$ cat config.mk
export PLATFORM = sky130hd
export DESIGN_NAME = digi_countdown_timer
export DESIGN_NICKNAME = d
export VERILOG_FILES = /design/src/rtl/digi_clock_pkg.sv /design/src/rtl/digi_tick_prescaler.sv /design/src/rtl/digi_countdown_timer.sv
export SDC_FILE = /design/constraint.sdc
export NUM_CORES = 1
export LEC_CHECK = 0
export CAP_MARGIN = 10
export CORE_MARGIN = 10
export CORE_UTILIZATION = 46
export DETAILED_ROUTE_END_ITERATION = 6
export GPL_TIMING_DRIVEN = 0
export PLACE_DENSITY = 0.77
export RECOVER_POWER = 50
export SLEW_MARGIN = 20
export SYNTH_ARGS = -nofsm -noshare
export SYNTH_HDL_FRONTEND = slang
export SYNTH_SLANG_ARGS = --single-unit
$ cat constraint.sdc
create_clock -name clk -period 4.5 [get_ports clk]
set_clock_uncertainty 0.15 [all_clocks]
set_input_delay 1.35 -clock clk [delete_from_list [all_inputs] [get_ports clk]]
set_output_delay 1.35 -clock clk [all_outputs]
set_load 0.1 [all_outputs]
$ cat src/rtl/digi_clock_pkg.sv
// Shared types and limits for the digital clock family.
// Used by both the up-counting clock and the countdown timer.
package digi_clock_pkg;

  localparam int TIME_W  = 8;
  localparam int SEC_MAX = 59;
  localparam int MIN_MAX = 59;

  typedef enum logic [1:0] {
    IDLE,
    RUN,
    PAUSED,
    EXPIRED
  } state_t;

  function automatic logic [TIME_W-1:0] clamp(
    input logic [TIME_W-1:0] v,
    input logic [TIME_W-1:0] lim
  );
    return (v > lim) ? lim : v;
  endfunction

endpackage

$ cat src/rtl/digi_tick_prescaler.sv
// Divides clk into one-second ticks.
// Counts only while enabled; tick is high on the last count.
module digi_tick_prescaler #(
  parameter int TICK_DIV = 5
) (
  input  logic clk,
  input  logic rst,
  input  logic clr,
  input  logic en,
  output logic tick
);

  localparam int CW = (TICK_DIV > 2) ? $clog2(TICK_DIV) : 1;
  localparam logic [CW-1:0] LAST = CW'(TICK_DIV - 1);

  logic [CW-1:0] count;

  assign tick = en && (count == LAST);

  always_ff @(posedge clk) begin
    if (rst || clr) begin
      count <= '0;
    end else if (en) begin
      count <= (count == LAST) ? '0 : count + 1'b1;
    end
  end

endmodule

$ cat src/rtl/digi_countdown_timer.sv
// HH:MM:SS countdown timer with load, start, pause/resume.
// Pulses done and latches expired on reaching 00:00:00.
module digi_countdown_timer
  import digi_clock_pkg::*;
#(
  parameter int TICK_DIV = 5,
  parameter int MAX_HOUR = 23
) (
  input  logic              clk,
  input  logic              rst,
  input  logic              load,
  input  logic [TIME_W-1:0] ld_sec,
  input  logic [TIME_W-1:0] ld_min,
  input  logic [TIME_W-1:0] ld_hour,
  input  logic              start,
  input  logic              pause,
  output logic [TIME_W-1:0] sec,
  output logic [TIME_W-1:0] min,
  output logic [TIME_W-1:0] hour,
  output logic              running,
  output logic              done,
  output logic              expired
);

  localparam logic [TIME_W-1:0] S_MAX = TIME_W'(SEC_MAX);
  localparam logic [TIME_W-1:0] M_MAX = TIME_W'(MIN_MAX);
  localparam logic [TIME_W-1:0] H_MAX = TIME_W'(MAX_HOUR);

  state_t state, state_nx;
  logic [TIME_W-1:0] sec_nx, min_nx, hour_nx;
  logic done_nx;
  logic is_zero;
  logic pre_clr, pre_en, tick;

  digi_tick_prescaler #(
    .TICK_DIV(TICK_DIV)
  ) u_pre (
    .clk (clk),
    .rst (rst),
    .clr (pre_clr),
    .en  (pre_en),
    .tick(tick)
  );

  assign is_zero = (sec == '0) && (min == '0) && (hour == '0);
  assign pre_en  = (state == RUN) && !pause && !load;

  always_comb begin
    state_nx = state;
    sec_nx   = sec;
    min_nx   = min;
    hour_nx  = hour;
    done_nx  = 1'b0;
    pre_clr  = 1'b0;
    if (load) begin
      sec_nx   = clamp(ld_sec, S_MAX);
      min_nx   = clamp(ld_min, M_MAX);
      hour_nx  = clamp(ld_hour, H_MAX);
      state_nx = IDLE;
      pre_clr  = 1'b1;
    end else if (pause && state == RUN) begin
      state_nx = PAUSED;
    end else if (start && state == IDLE && !is_zero) begin
      state_nx = RUN;
      pre_clr  = 1'b1;
    end else if (start && state == PAUSED) begin
      state_nx = RUN;
    end else if (tick) begin
      if (sec != '0) begin
        sec_nx = sec - 1'b1;
        // Only 00:00:01 can borrow down to zero.
        if (sec == 8'd1 && min == '0 && hour == '0) begin
          state_nx = EXPIRED;
          done_nx  = 1'b1;
        end
      end else if (min != '0) begin
        min_nx = min - 1'b1;
        sec_nx = S_MAX;
      end else if (hour != '0) begin
        hour_nx = hour - 1'b1;
        min_nx  = M_MAX;
        sec_nx  = S_MAX;
      end
    end
  end

  always_ff @(posedge clk) begin
    if (rst) begin
      state   <= IDLE;
      sec     <= '0;
      min     <= '0;
      hour    <= '0;
      done    <= 1'b0;
      running <= 1'b0;
      expired <= 1'b0;
    end else begin
      state   <= state_nx;
      sec     <= sec_nx;
      min     <= min_nx;
      hour    <= hour_nx;
      done    <= done_nx;
      running <= (state_nx == RUN);
      expired <= (state_nx == EXPIRED);
    end
  end

endmodule

==> results.txt <==
The run finished with clean final reports. The setup total negative slack came out at 0 ps. The switching power as a share of total power was 37.3%; the largest net degree at the start of global routing was 11.

The count of boundary I/O pins came out at 56. The wire-length estimate of the detail-placed layout is 4360 um. Once detail routing completed, the nets flagged for antenna violations numbered 0. The finished layout holds 354 standard cells, fillers aside.

The kind of start point of the critical path is an input pin. For this run, the slowest stage of the critical path takes 590 ps. CTS saw 32 sinks. The final wirelength was 5800 um. The run gives 0.00127 sq mm as the area taken by multi-input logic gates. The critical path starts at load.

Wire segments on met3 add up to 476 um in the final route. The region available for standard cell placement spans 0.00412 sq mm. No sink is reached through more buffers than the 2 on the longest clock path.

Routed length per placed instance: 16.4 um. The initial utilization of the core area, before any placement, comes to 48.7%. For the via count of the first global-routing pass, the log shows 2018. In this run the static leakage power is 0.00102 uW. The number of iterations in the first detailed-routing pass came out at 4. Data on the critical path arrives at its endpoint at 3840 ps. The root buffer cell chosen for the clock tree is sky130_fd_sc_hd__clkbuf_8.

The first global-routing pass estimated 9720 um of wire. After clock tree synthesis, the clock-pin slew on the worst setup and hold paths is 60 ps. Library cell contributing the largest single delay on the critical path: sky130_fd_sc_hd__dlygate4sd3_1. CTS built an H-tree with a depth of 2.

The number of clock buffers added by TritonCTS is 5. TritonCTS built the clock tree. The area growth from synthesis to layout is 35.4%. The highest attainable clock frequency is 260 MHz. After synthesis, the mean cell area works out to 8.31 sq um. IR analysis of the VDD net gives a maximum drop of 171 uV. The type of the worst min-delay path is reg2reg. The global router's overall resource usage is 15.6%.

The run gives 2660 um as the met2 wirelength from detailed routing. The distinct cell type count of the synthesized netlist is 57. For this block, wires on met1 add up to 2580 um. The number of enable flip-flop cells after synthesis was 0.

For the worst setup path, the data required time is 4500 ps. The count of buffers added on input and output ports is 55. The critical path is of the in2reg type.

For the global-route congestion overflow total, the log shows 0. After synthesis, flip-flops and latches occupy 32.0% of the total area. The number of buffers and inverters on the critical path is 3. The switching component of the power is 332 uW, and the number of violations of the max-capacitance limit is 0. Of the total power, the clock network draws 30.9%. After synthesis the netlist holds a flip-flop and latch count of 32. For the number of setup buffers added after CTS, the log shows 0.

The family with the most delay on the worst path was buffers and inverters. For the initial antenna violation count, the log shows 0. The tools report the cts-stage hold buffer count as 0. The tools report the clock latency at the later pin of the worst-skew pair as 290 ps.

Of the cells placed in the final design, the portion with a size suffix greater than 1 is 7.57%. In this run the power density over the cells is 328 mW/mm^2. Synthesis produced a netlist whose cell count is 241.

Routability-driven placement finished with a final weighted congestion of 0.836. Beginning of the worst register-to-register path: min[0]. The number of placed instances, taps included, is 346.

Per report_power, the combinational group accounts for 33.0% of the total. The critical path endpoint category was a flip-flop. Highest metal layer with signal wires: met4. The via count of the routed design came out at 2107. The number of antenna cells inserted is 0, and the internal reg-to-reg setup slack is 1770 ps. By area the synthesized netlist is led by sky130_fd_sc_hd__dfxtp_1 32%, sky130_fd_sc_hd__nand2_1 5.1%, sky130_fd_sc_hd__ha_1 5.0%, sky130_fd_sc_hd__a21oi_1 4.7%, sky130_fd_sc_hd__nor2_1 4.1%. Before CTS, the worst setup slack after placement is 804 ps. The share of flip-flops with an asynchronous set or reset works out to 0%. Register area: 641 sq um. Summing every instance area after synthesis gives 0.00200 sq mm. The critical path runs through a total of 7 cells. The area share of the largest cell type after synthesis works out to 32.0%. The endpoint identified for the worst register-to-register timing path is min[2]. Headroom to the max-slew limit came out at 32.8%.

Counting every net in the synthesized netlist gives 278. The final core utilization is 65.9%, and the number of warnings issued by yosys is 0. Counting cells, the worst reg-to-reg path comes to 7. The setup slack after layout was 659 ps; the final-report hold violation count was 0. For the max-slew violation count, the log shows 0. The minimum clock period is 3840 ps, and the number of DRC violations after detailed-routing iteration 0 is 158.

The width of the die is 86.0 um. The overall die height is 86.0 um, and the total setup violations reported at the end of the flow is 0. The maximum fanout encountered on the critical timing path is 10.

Setup repair after global routing left no endpoint under its margin. sky130_fd_sc_hd__dfxtp_1 takes more of the synthesized area than any other cell. The share of the cycle needed by the critical path after routing was 85.4%; the area of the die was 0.00739 sq mm.

Number of gates resized after cts: 0. Transition time at the pin with the least slew margin: 1000 ps. For the minimum hold slack, the log shows 352 ps. Among all flip-flop cells after synthesis, the most frequent one is sky130_fd_sc_hd__dfxtp_1. At the end of the flow, the number of nets in the layout was 340.

The run gives 36.1% as the share of total power in sequential cells. Walking the worst path, the cells encountered are dlygate4sd3_1 > clkbuf_1 > clkinv_1 > nor4_1 > nand2_1 > o22ai_1 > a211oi_1. The routed via count divided by cell count came out at 5.95. For the count of filler cells inserted in the layout, the log shows 348.

In the routed design, unresolved DRC markers number 0. The critical path ends at hour[4]. The initialized floorplan defines 23 standard-cell rows. Cell internal power was estimated by the tool at 557 uW.
## cells in the final DEF, fill, tap and decap left out, types with 2 or more instances in the layout
| master | synthesis | layout |
|---|---|---|
| sky130_fd_sc_hd__a31oi_1 | 2 | 3 |
| sky130_fd_sc_hd__nor4b_1 | 2 | 2 |
| sky130_fd_sc_hd__nand3_1 | 3 | 3 |
| sky130_fd_sc_hd__inv_1 | 14 | 14 |
| sky130_fd_sc_hd__a21oi_1 | 19 | 19 |
| sky130_fd_sc_hd__and2_1 | 3 | 3 |
| sky130_fd_sc_hd__or3b_2 | 3 | 3 |
| sky130_fd_sc_hd__a32o_1 | 2 | 2 |
| sky130_fd_sc_hd__xor2_1 | 3 | 3 |
| sky130_fd_sc_hd__nand4_1 | 6 | 6 |
| sky130_fd_sc_hd__nand2_1 | 27 | 27 |
| sky130_fd_sc_hd__nor4_1 | 5 | 5 |
| sky130_fd_sc_hd__o31ai_1 | 7 | 7 |
| sky130_fd_sc_hd__mux2i_1 | 3 | 3 |
| sky130_fd_sc_hd__xnor2_1 | 3 | 3 |
| sky130_fd_sc_hd__o21ai_0 | 10 | 10 |
| sky130_fd_sc_hd__dlygate4sd3_1 | 0 | 15 |
| sky130_fd_sc_hd__nor3b_1 | 3 | 3 |
| sky130_fd_sc_hd__o22ai_1 | 4 | 4 |
| sky130_fd_sc_hd__nor2_1 | 22 | 22 |
| sky130_fd_sc_hd__clkdlybuf4s50_1 | 0 | 40 |
| sky130_fd_sc_hd__a211oi_1 | 10 | 10 |
| sky130_fd_sc_hd__o2bb2ai_1 | 2 | 2 |
| sky130_fd_sc_hd__o32ai_1 | 3 | 3 |
| sky130_fd_sc_hd__clkbuf_1 | 1 | 4 |
| sky130_fd_sc_hd__buf_2 | 2 | 2 |
| sky130_fd_sc_hd__ha_1 | 8 | 8 |
| sky130_fd_sc_hd__dfxtp_1 | 32 | 32 |
| sky130_fd_sc_hd__or4_1 | 3 | 3 |
| sky130_fd_sc_hd__clkbuf_8 | 0 | 5 |
| sky130_fd_sc_hd__nor3_1 | 7 | 7 |
| sky130_fd_sc_hd__o221ai_1 | 3 | 3 |
## cells in the mapped netlist (2+ instances only)
master and instances:
sky130_fd_sc_hd__xor2_1 3, sky130_fd_sc_hd__nand4_1 6, sky130_fd_sc_hd__o21ai_0 10, sky130_fd_sc_hd__or3b_2 3
sky130_fd_sc_hd__o221ai_1 3, sky130_fd_sc_hd__o2bb2ai_1 2, sky130_fd_sc_hd__xnor2_1 3, sky130_fd_sc_hd__mux2i_1 3
sky130_fd_sc_hd__nand2_1 27, sky130_fd_sc_hd__nor3b_1 3, sky130_fd_sc_hd__or4_1 3, sky130_fd_sc_hd__nor4_1 5
sky130_fd_sc_hd__buf_2 2, sky130_fd_sc_hd__a21oi_1 19, sky130_fd_sc_hd__inv_1 14, sky130_fd_sc_hd__o31ai_1 7
sky130_fd_sc_hd__o22ai_1 4, sky130_fd_sc_hd__nand3_1 3, sky130_fd_sc_hd__nor4b_1 2, sky130_fd_sc_hd__a31oi_1 2
sky130_fd_sc_hd__o32ai_1 3, sky130_fd_sc_hd__and2_1 3, sky130_fd_sc_hd__ha_1 8, sky130_fd_sc_hd__nor2_1 22
sky130_fd_sc_hd__a211oi_1 10, sky130_fd_sc_hd__a31oi_2 2, sky130_fd_sc_hd__dfxtp_1 32, sky130_fd_sc_hd__nor3_1 7
sky130_fd_sc_hd__a32o_1 2
## kinds of logic after synthesis
kind of cell	share of synthesized area, %
multiplexers	1.50
flip-flops	32.0
adder cells (fa/ha/maj)	5.00
XOR/XNOR	2.62
buffers and inverters	4.31
AND/OR/NAND/NOR	26.9
AO/OA/AOI/OAI	27.7
## routing by layer
metal	track usage, %	vias up
met4	5.39	0
li1	-	1038
met3	5.58	10
met5	0	-
met1	19.4	974
met2	24.2	85
## worst register-to-register path: cells and delay by family (launching register included)
| kind | cells | cell delay (ps) |
|---|---|---|
| compound gates | 3 | 1010 |
| simple gates | 2 | 880 |
| flops | 1 | 350 |
| fa+ha+maj | 1 | 150 |
| buf+inv | 1 | 130 |
## stage by stage
| step | instance area [sq um] | total power, uW |
|---|---|---|
| 5_1_grt | 2710 | 932 |
| 4_1_cts | 2720 | 894 |
| 3_5_place_dp | 2620 | 622 |
| 3_3_place_gp | 2620 | 621 |
| 2_1_floorplan | 2000 | 538 |
| 6_report | 2710 | 889 |
## registers in the layout, indices dropped and copies added, names as in the netlist
register / flops
min: 8
u_pre.count: 3
state: 2
running: 1
expired: 1
sec: 8
hour: 8
done: 1
## worst min path at each step
stage                              start              to  slack (ps)  cells after the start
after CTS                         min[7]          min[7]         350                      2
after detailed placement  u_pre.count[2]  u_pre.count[2]         340                      2
after global placement    u_pre.count[2]  u_pre.count[2]         340                      2
after global routing              min[0]          min[0]         390                      2
after floorplan           u_pre.count[2]  u_pre.count[2]         320                      2
final                             min[7]          min[7]         350                      2
## power groups by stage
stage / combinational (uW) / clock [uW] / sequential [uW]
4_1_cts: 296 / 277 / 321
3_3_place_gp: 293 / 0 / 327
6_report: 293 / 275 / 321
2_1_floorplan: 114 / 0 / 424
3_5_place_dp: 295 / 0 / 327
5_1_grt: 314 / 293 / 324
## area by class of cell
type                    instances  share of cell area (%)
multi-input cells             188                    46.8
well taps                      50                    2.31
flip-flops and latches         32                    23.6
clock inverters                 2                    1.29
repair buffers                 55                    20.3
clock buffers                   6                    2.68
plain buffers                   6                   0.923
inverters                      15                    2.08
Power figures use the tool's default switching activity.
